[src/rtl/bp_update_sched.sv]
// bp_update_sched: commit-to-predictor update FIFO with post-reset table clear.
// Optional same-cycle bypass of an empty FIFO when BP_UPD_BYPASS_EN is defined.
module bp_update_sched #(
   parameter int COMMIT_WIDTH = 4,
   parameter int DEPTH        = 8,
   parameter int INDEX_BITS   = 7
) (
   input  logic                      clock,
   input  logic                      reset,
   input  logic [COMMIT_WIDTH-1:0]   ret_valid,
   input  logic [32*COMMIT_WIDTH-1:0] ret_pc,
   input  logic [32*COMMIT_WIDTH-1:0] ret_target,
   input  logic [COMMIT_WIDTH-1:0]   ret_taken,
   input  logic [COMMIT_WIDTH-1:0]   ret_pred_taken,
   output logic                      ret_ready,
   output logic                      mispredict,
   output logic [31:0]               redirect_pc,
   output logic                      upd_valid,
   output logic [31:0]               upd_pc,
   output logic [31:0]               upd_target,
   output logic                      upd_taken,
   input  logic                      upd_ready,
   output logic                      clr_valid,
   output logic [INDEX_BITS-1:0]     clr_index,
   output logic                      init_busy
);

   localparam int PW   = $clog2(DEPTH);
   localparam int CNTW = PW + 1;

   typedef enum logic {S_CLEAR, S_RUN} state_t;

   typedef struct packed {
      logic [31:0] pc;
      logic [31:0] tgt;
      logic        taken;
   } rec_t;

   state_t                r_state;
   state_t                w_state_nxt;
   logic [INDEX_BITS-1:0] r_clr_idx;
   rec_t                  r_mem [DEPTH];
   logic [PW-1:0]         r_rd;
   logic [PW-1:0]         r_wr;
   logic [CNTW-1:0]       r_cnt;

   logic [COMMIT_WIDTH-1:0] w_eff;
   logic [COMMIT_WIDTH-1:0] w_enq;
   logic                    w_mis_found;
   logic [31:0]             w_mis_tgt;
   rec_t                    w_first;
   logic                    w_any;
   logic [PW-1:0]           w_off [COMMIT_WIDTH];
   logic [CNTW-1:0]         w_n_enq;
   logic [CNTW-1:0]         w_space;
   logic                    w_run;
   logic                    w_byp;
   logic                    w_byp_take;
   logic                    w_pop;
   logic                    w_push;
   rec_t                    w_head;

   // Slots younger than the oldest mispredict are dropped.
   always_comb begin
      w_eff       = '0;
      w_mis_found = 1'b0;
      w_mis_tgt   = '0;
      w_first     = '0;
      w_any       = 1'b0;
      for (int i = 0; i < COMMIT_WIDTH; i++) begin
         if (ret_valid[i] && !w_mis_found) begin
            w_eff[i] = 1'b1;
            if (!w_any) begin
               w_first.pc    = ret_pc[i*32 +: 32];
               w_first.tgt   = ret_target[i*32 +: 32];
               w_first.taken = ret_taken[i];
            end
            w_any = 1'b1;
            if (ret_pred_taken[i] != ret_taken[i]) begin
               w_mis_found = 1'b1;
               w_mis_tgt   = ret_target[i*32 +: 32];
            end
         end
      end
   end

   assign w_run = (r_state == S_RUN) && !reset;

`ifdef BP_UPD_BYPASS_EN
   assign w_byp = w_run && (r_cnt == '0) && w_any;
`else
   assign w_byp = 1'b0;
`endif

   assign w_byp_take = w_byp && upd_ready;

   always_comb begin : p_enq
      logic w_drop;
      w_drop  = w_byp_take;
      w_enq   = w_eff;
      w_n_enq = '0;
      for (int i = 0; i < COMMIT_WIDTH; i++) begin
         w_off[i] = w_n_enq[PW-1:0];
         if (w_eff[i] && w_drop) begin
            w_enq[i] = 1'b0;
            w_drop   = 1'b0;
         end else if (w_eff[i]) begin
            w_n_enq = w_n_enq + CNTW'(1);
         end
      end
   end

   assign w_pop       = w_run && (r_cnt != '0) && upd_ready;
   assign w_space     = CNTW'(DEPTH) - (r_cnt - CNTW'(w_pop));
   assign ret_ready   = w_run && (w_space >= w_n_enq);
   assign w_push      = ret_ready && (w_n_enq != '0);
   assign mispredict  = ret_ready && w_mis_found;
   assign redirect_pc = mispredict ? w_mis_tgt : '0;

   assign upd_valid  = w_run && ((r_cnt != '0) || w_byp);
   assign w_head     = (r_cnt != '0) ? r_mem[r_rd] : w_first;
   assign upd_pc     = w_head.pc;
   assign upd_target = w_head.tgt;
   assign upd_taken  = w_head.taken;
   assign clr_index  = r_clr_idx;

   always_comb begin
      w_state_nxt = r_state;
      clr_valid   = 1'b0;
      init_busy   = 1'b1;
      unique case (r_state)
         S_CLEAR: begin
            clr_valid = !reset;
            if (r_clr_idx == '1)
               w_state_nxt = S_RUN;
         end
         S_RUN: init_busy = reset;
         default: ;
      endcase
   end

   always_ff @(posedge clock) begin
      if (reset) begin
         r_state   <= S_CLEAR;
         r_clr_idx <= '0;
         r_rd      <= '0;
         r_wr      <= '0;
         r_cnt     <= '0;
      end else begin
         r_state <= w_state_nxt;
         if (r_state == S_CLEAR)
            r_clr_idx <= r_clr_idx + INDEX_BITS'(1);
         if (w_pop)
            r_rd <= r_rd + PW'(1);
         if (w_push)
            r_wr <= r_wr + w_n_enq[PW-1:0];
         r_cnt <= r_cnt + (w_push ? w_n_enq : '0) - CNTW'(w_pop);
      end
   end

   always_ff @(posedge clock) begin
      for (int i = 0; i < COMMIT_WIDTH; i++) begin
         if (w_push && w_enq[i]) begin
            r_mem[r_wr + w_off[i]] <= '{
               pc:    ret_pc[i*32 +: 32],
               tgt:   ret_target[i*32 +: 32],
               taken: ret_taken[i]
            };
         end
      end
   end

endmodule

[config.mk]
export PLATFORM = sky130hd
export DESIGN_NAME = bp_update_sched
export DESIGN_NICKNAME = d
export VERILOG_FILES = /design/src/rtl/bp_update_sched.sv
export SDC_FILE = /design/constraint.sdc
export NUM_CORES = 2
export LEC_CHECK = 0
export ABC_AREA = 1
export BUFFER_PORTS_ARGS = -buffer_cell sky130_fd_sc_hd__buf_4
export CORE_UTILIZATION = 24
export DETAILED_ROUTE_END_ITERATION = 8
export GPL_ROUTABILITY_DRIVEN = 0
export HOLD_SLACK_MARGIN = 0.06
export PLACE_DENSITY = 0.39
export SLEW_MARGIN = 20
export SYNTH_ARGS = -nofsm -noshare
export SYNTH_HDL_FRONTEND = slang
export SYNTH_SLANG_ARGS = --single-unit
[constraint.sdc]
create_clock -name clock -period 9.45 [get_ports clock]
set_clock_uncertainty 0.05 [all_clocks]
set_input_delay 0.945 -clock clock [delete_from_list [all_inputs] [get_ports clock]]
set_output_delay 0.945 -clock clock [all_outputs]
set_load 0.02 [all_outputs]
==> impl_metrics.xml <==
<?xml version="1.0" encoding="UTF-8"?>
<metrics>
  <group name="outcome">
    <metric name="outcome" unit="">complete, no violations</metric>
  </group>
  <group name="yosys">
    <metric name="synth_area_per_cell" unit="um^2">6.39</metric>
    <metric name="synth_enable_flop_cells" unit="">520</metric>
    <metric name="mappedNetlistNets" unit="">7496</metric>
    <metric name="synth_sequential_area_ratio" unit="%">34.8</metric>
    <metric name="synth_warnings" unit="">0</metric>
    <metric name="ys_dominant_reg_cell" unit="">sky130_fd_sc_hd__edfxtp_1</metric>
    <metric name="ys_async_sr_fraction" unit="%">0</metric>
    <metric name="syn_inst" unit="">7201</metric>
    <metric name="synth_seq_cells" unit="">541</metric>
    <metric name="mapped_cell_area" unit="um^2">46000</metric>
    <metric name="synth.distinct_cells" unit="">45</metric>
  </group>
  <group name="power">
    <metric name="p_per_area" unit="nW/um^2">124</metric>
    <metric name="final_total_power" unit="mW">6.46</metric>
    <metric name="ir_drop" unit="mV">0.142</metric>
    <metric name="p_leak" unit="nW">22.6</metric>
  </group>
  <group name="place">
    <metric name="cell_count_after_placement" unit="">9413</metric>
    <metric name="pre_cts_slack" unit="ns">2.22</metric>
    <metric name="port_buffer_cells" unit="">379</metric>
    <metric name="place_area" unit="um^2">49900</metric>
    <metric name="hpwlAfterDp" unit="um">156000</metric>
  </group>
  <group name="critical_path">
    <metric name="maximum_fanout_encountered_on_the_critical_timing_path" unit="">36</metric>
    <metric name="timing.reg2reg.setup_slack" unit="ns">3.34</metric>
    <metric name="critical_path.endpoint_type" unit="">output port</metric>
    <metric name="critPathLaunchType" unit="">input pin</metric>
    <metric name="critical_path.startpoint" unit="">ret_valid[0]</metric>
    <metric name="cp_class" unit="">in2out</metric>
    <metric name="timing.rr.start" unit="">r_state</metric>
    <metric name="worst_ep_arrival_time" unit="ns">5.72</metric>
    <metric name="cp_data_required_time" unit="ns">8.46</metric>
  </group>
  <group name="finish">
    <metric name="register_area" unit="um^2">16000</metric>
    <metric name="multi_input_comb_area" unit="um^2">24800</metric>
    <metric name="fillcell_total" unit="">20942</metric>
    <metric name="post_route_cells_drive_above_1_share" unit="%">9.63</metric>
    <metric name="finish.net_count" unit="">7278</metric>
    <metric name="final_cells" unit="">9555</metric>
    <metric name="area_growth" unit="%">13.5</metric>
    <metric name="design_area" unit="um^2">52200</metric>
    <metric name="finish.utilization" unit="%">27.4</metric>
  </group>
  <group name="global_routing">
    <metric name="grt_first_pass_wirelength" unit="um">376000</metric>
    <metric name="grt_remaining_overflow" unit="">0</metric>
    <metric name="first_global_vias" unit="">49539</metric>
    <metric name="grt_antenna_before_repair" unit="">14</metric>
    <metric name="grt_max_degree" unit="">174</metric>
    <metric name="grt.total_usage" unit="%">26.6</metric>
  </group>
  <group name="clock_network">
    <metric name="cts_resized" unit="">0</metric>
    <metric name="cts_buffers" unit="">79</metric>
    <metric name="ctsHtreeMaxLevel" unit="">3</metric>
    <metric name="tritoncts_clock_tree" unit="">built</metric>
    <metric name="numClockSinks" unit="">541</metric>
    <metric name="clock_insertion_delay_worst_skew" unit="ns">0.72</metric>
    <metric name="cts_hold_repair.buffers" unit="">0</metric>
    <metric name="clk_pin_slew" unit="ns">0.06</metric>
    <metric name="ctsRootBufferMaster" unit="">sky130_fd_sc_hd__clkbuf_16</metric>
    <metric name="post_cts_setup_buffers" unit="">0</metric>
    <metric name="number_of_buffers_on_the_longest_clock_path" unit="">3</metric>
  </group>
  <group name="sta">
    <metric name="setup_slack" unit="ns">2.73</metric>
    <metric name="slew_violations" unit="">0</metric>
    <metric name="slew-limit-headroom" unit="%">14.8</metric>
    <metric name="totalNegativeSetupSlack" unit="ns">0</metric>
    <metric name="rsz0062_at_grt" unit="">false</metric>
    <metric name="maxClockFrequency" unit="GHz">0.149</metric>
    <metric name="actual_transition_at_the_worst_max_transition_pin" unit="ns">1.28</metric>
    <metric name="fin_crit_sh" unit="%">71.1</metric>
    <metric name="setup-violations-final" unit="">0</metric>
    <metric name="fin_crit" unit="ns">6.72</metric>
    <metric name="hold_slack" unit="ns">0.380</metric>
    <metric name="final-hold-violation-count" unit="">0</metric>
  </group>
  <group name="detailed_routing">
    <metric name="final_antenna_net_count" unit="">0</metric>
    <metric name="drc_violation_total_after_the_first_tritonroute_iteration" unit="">5410</metric>
    <metric name="drt_first_pass_iters" unit="">6</metric>
    <metric name="drc" unit="">0</metric>
    <metric name="wl" unit="um">266000</metric>
    <metric name="num_vias" unit="">51987</metric>
    <metric name="wl_per_cell" unit="um">27.9</metric>
    <metric name="drt-vias-per-instance" unit="">5.44</metric>
  </group>
  <group name="floorplan">
    <metric name="dieWidth" unit="um">440</metric>
    <metric name="core-area" unit="um^2">190000</metric>
    <metric name="floorplan.initialDensity" unit="%">24.2</metric>
    <metric name="die_area" unit="um^2">193000</metric>
    <metric name="die-height" unit="um">440</metric>
    <metric name="rows" unit="">160</metric>
    <metric name="io_pins" unit="">380</metric>
  </group>
  <group name="worst_hold_path">
    <metric name="timing.hold.worst.class" unit="">reg2reg</metric>
    <metric name="timing.hold.worst.start" unit="">r_rd[2]</metric>
  </group>
  <group name="job">
    <metric name="cap_viol_max_count" unit="">0</metric>
  </group>
</metrics>
## critical path: stages
cell                      delay (ns)
sky130_fd_sc_hd__buf_4          0.49
sky130_fd_sc_hd__nand3_2        0.21
sky130_fd_sc_hd__nand2_1        0.24
sky130_fd_sc_hd__inv_1          0.13
sky130_fd_sc_hd__ha_1           0.40
sky130_fd_sc_hd__inv_1          0.10
sky130_fd_sc_hd__nor3_2         0.22
sky130_fd_sc_hd__nor2_2         0.08
sky130_fd_sc_hd__nand2_1        0.07
sky130_fd_sc_hd__nand3_1        0.06
sky130_fd_sc_hd__nand2_1        0.13
sky130_fd_sc_hd__inv_2          0.07
sky130_fd_sc_hd__ha_1           0.26
sky130_fd_sc_hd__o21ai_0        0.08
sky130_fd_sc_hd__nand2_1        0.08
sky130_fd_sc_hd__o21ai_0        0.08
sky130_fd_sc_hd__inv_1          0.06
sky130_fd_sc_hd__nand2_1        0.08
sky130_fd_sc_hd__a21oi_2        0.40
sky130_fd_sc_hd__nand2_2        0.46
sky130_fd_sc_hd__buf_4          0.39
sky130_fd_sc_hd__a21oi_1        0.42
sky130_fd_sc_hd__buf_4          0.23
## state kept, by name, summed over array words and instances (netlist names), named ones only
name,cells
clr_index,7
r_wr,3
r_state,1
r_rd,3
r_mem,520
r_cnt,4
## Yosys cell counts (7+ instances only)
| master | number | area share, % |
|---|---|---|
| sky130_fd_sc_hd__o21ai_0 | 368 | 4.0 |
| sky130_fd_sc_hd__nand4_1 | 209 | 2.8 |
| sky130_fd_sc_hd__nor2_1 | 445 | 3.6 |
| sky130_fd_sc_hd__a221oi_1 | 32 | 0.61 |
| sky130_fd_sc_hd__xor2_1 | 9 | 0.17 |
| sky130_fd_sc_hd__o21ai_1 | 7 | 0.076 |
| sky130_fd_sc_hd__inv_1 | 521 | 4.2 |
| sky130_fd_sc_hd__buf_2 | 122 | 1.3 |
| sky130_fd_sc_hd__buf_6 | 29 | 0.71 |
| sky130_fd_sc_hd__o32ai_1 | 130 | 2.5 |
| sky130_fd_sc_hd__dfxtp_1 | 21 | 0.91 |
| sky130_fd_sc_hd__nand3_1 | 1210 | 13 |
| sky130_fd_sc_hd__edfxtp_1 | 520 | 34 |
| sky130_fd_sc_hd__nor3_1 | 34 | 0.37 |
| sky130_fd_sc_hd__buf_4 | 57 | 0.93 |
| sky130_fd_sc_hd__inv_2 | 10 | 0.082 |
| sky130_fd_sc_hd__clkbuf_1 | 420 | 3.4 |
| sky130_fd_sc_hd__a22oi_1 | 65 | 1.1 |
| sky130_fd_sc_hd__a21oi_1 | 240 | 2.6 |
| sky130_fd_sc_hd__nand2_1 | 2521 | 21 |
| sky130_fd_sc_hd__buf_1 | 163 | 1.3 |
| sky130_fd_sc_hd__ha_1 | 21 | 0.57 |
## cell usage in the layout, fill, tap and decap left out, drive strengths merged, types with 2 or more instances in the layout
| cell type | instances |
|---|---|
| o32ai | 130 |
| nand2 | 2526 |
| clkinv | 36 |
| nand4 | 210 |
| dfxtp | 21 |
| edfxtp | 520 |
| nand3 | 1215 |
| buf | 495 |
| diode | 6 |
| xnor2 | 4 |
| o21ai | 377 |
| or2 | 2 |
| bufinv | 2 |
| fa | 3 |
| clkbuf | 105 |
| nor2 | 453 |
| inv | 525 |
| xor2 | 10 |
| a22oi | 65 |
| nor3 | 38 |
| a21oi | 242 |
| ha | 21 |
| a221oi | 32 |
## logic make-up (layout without fill, tap and decap cells)
| family | count (synthesis) | count (layout) | share of synthesized area (%) |
|---|---|---|---|
| compound gates | 849 | 849 | 11.0 |
| other cells | 1 | 7 | 0.00815 |
| xor+xnor | 14 | 14 | 0.283 |
| buf+inv | 1326 | 1163 | 12.1 |
| fa+ha+maj | 24 | 24 | 0.702 |
| simple gates | 4446 | 4446 | 41.1 |
| flops | 541 | 541 | 34.8 |
## where the power goes
part           switching (mW)  total, mW  internal (mW)
clock                    1.27       2.91           1.64
sequential            0.00114       2.63           2.63
combinational           0.656      0.920          0.265
## layout make-up
type	instances	share of cell area, %
flip-flops and latches	541	30.7
clock buffers	105	4.13
repair buffers	495	7.33
inverters	532	3.88
well taps	2511	6.01
diodes	6	0.0287
multi-input cells	5334	47.5
clock inverters	31	0.390
## final timing paths
check                           cells after the start              end
worst max-delay path                               23  redirect_pc[20]
worst min-delay path                                1        flip-flop
worst max register to register                     25     r_mem[0][40]
worst min register to register                      1        flip-flop
## per-layer routing
layer | vias up | global-route usage (%) | share of wire, %
met1 | 25478 | 33.2 | 41
met3 | 580 | 3.56 | 6.4
met4 | 4 | 11.1 | 4.3
met2 | 2481 | 45.8 | 49
met5 | - | 0 | 0.010
li1 | 23444 | - | -
(Power assumes the default switching activity.)
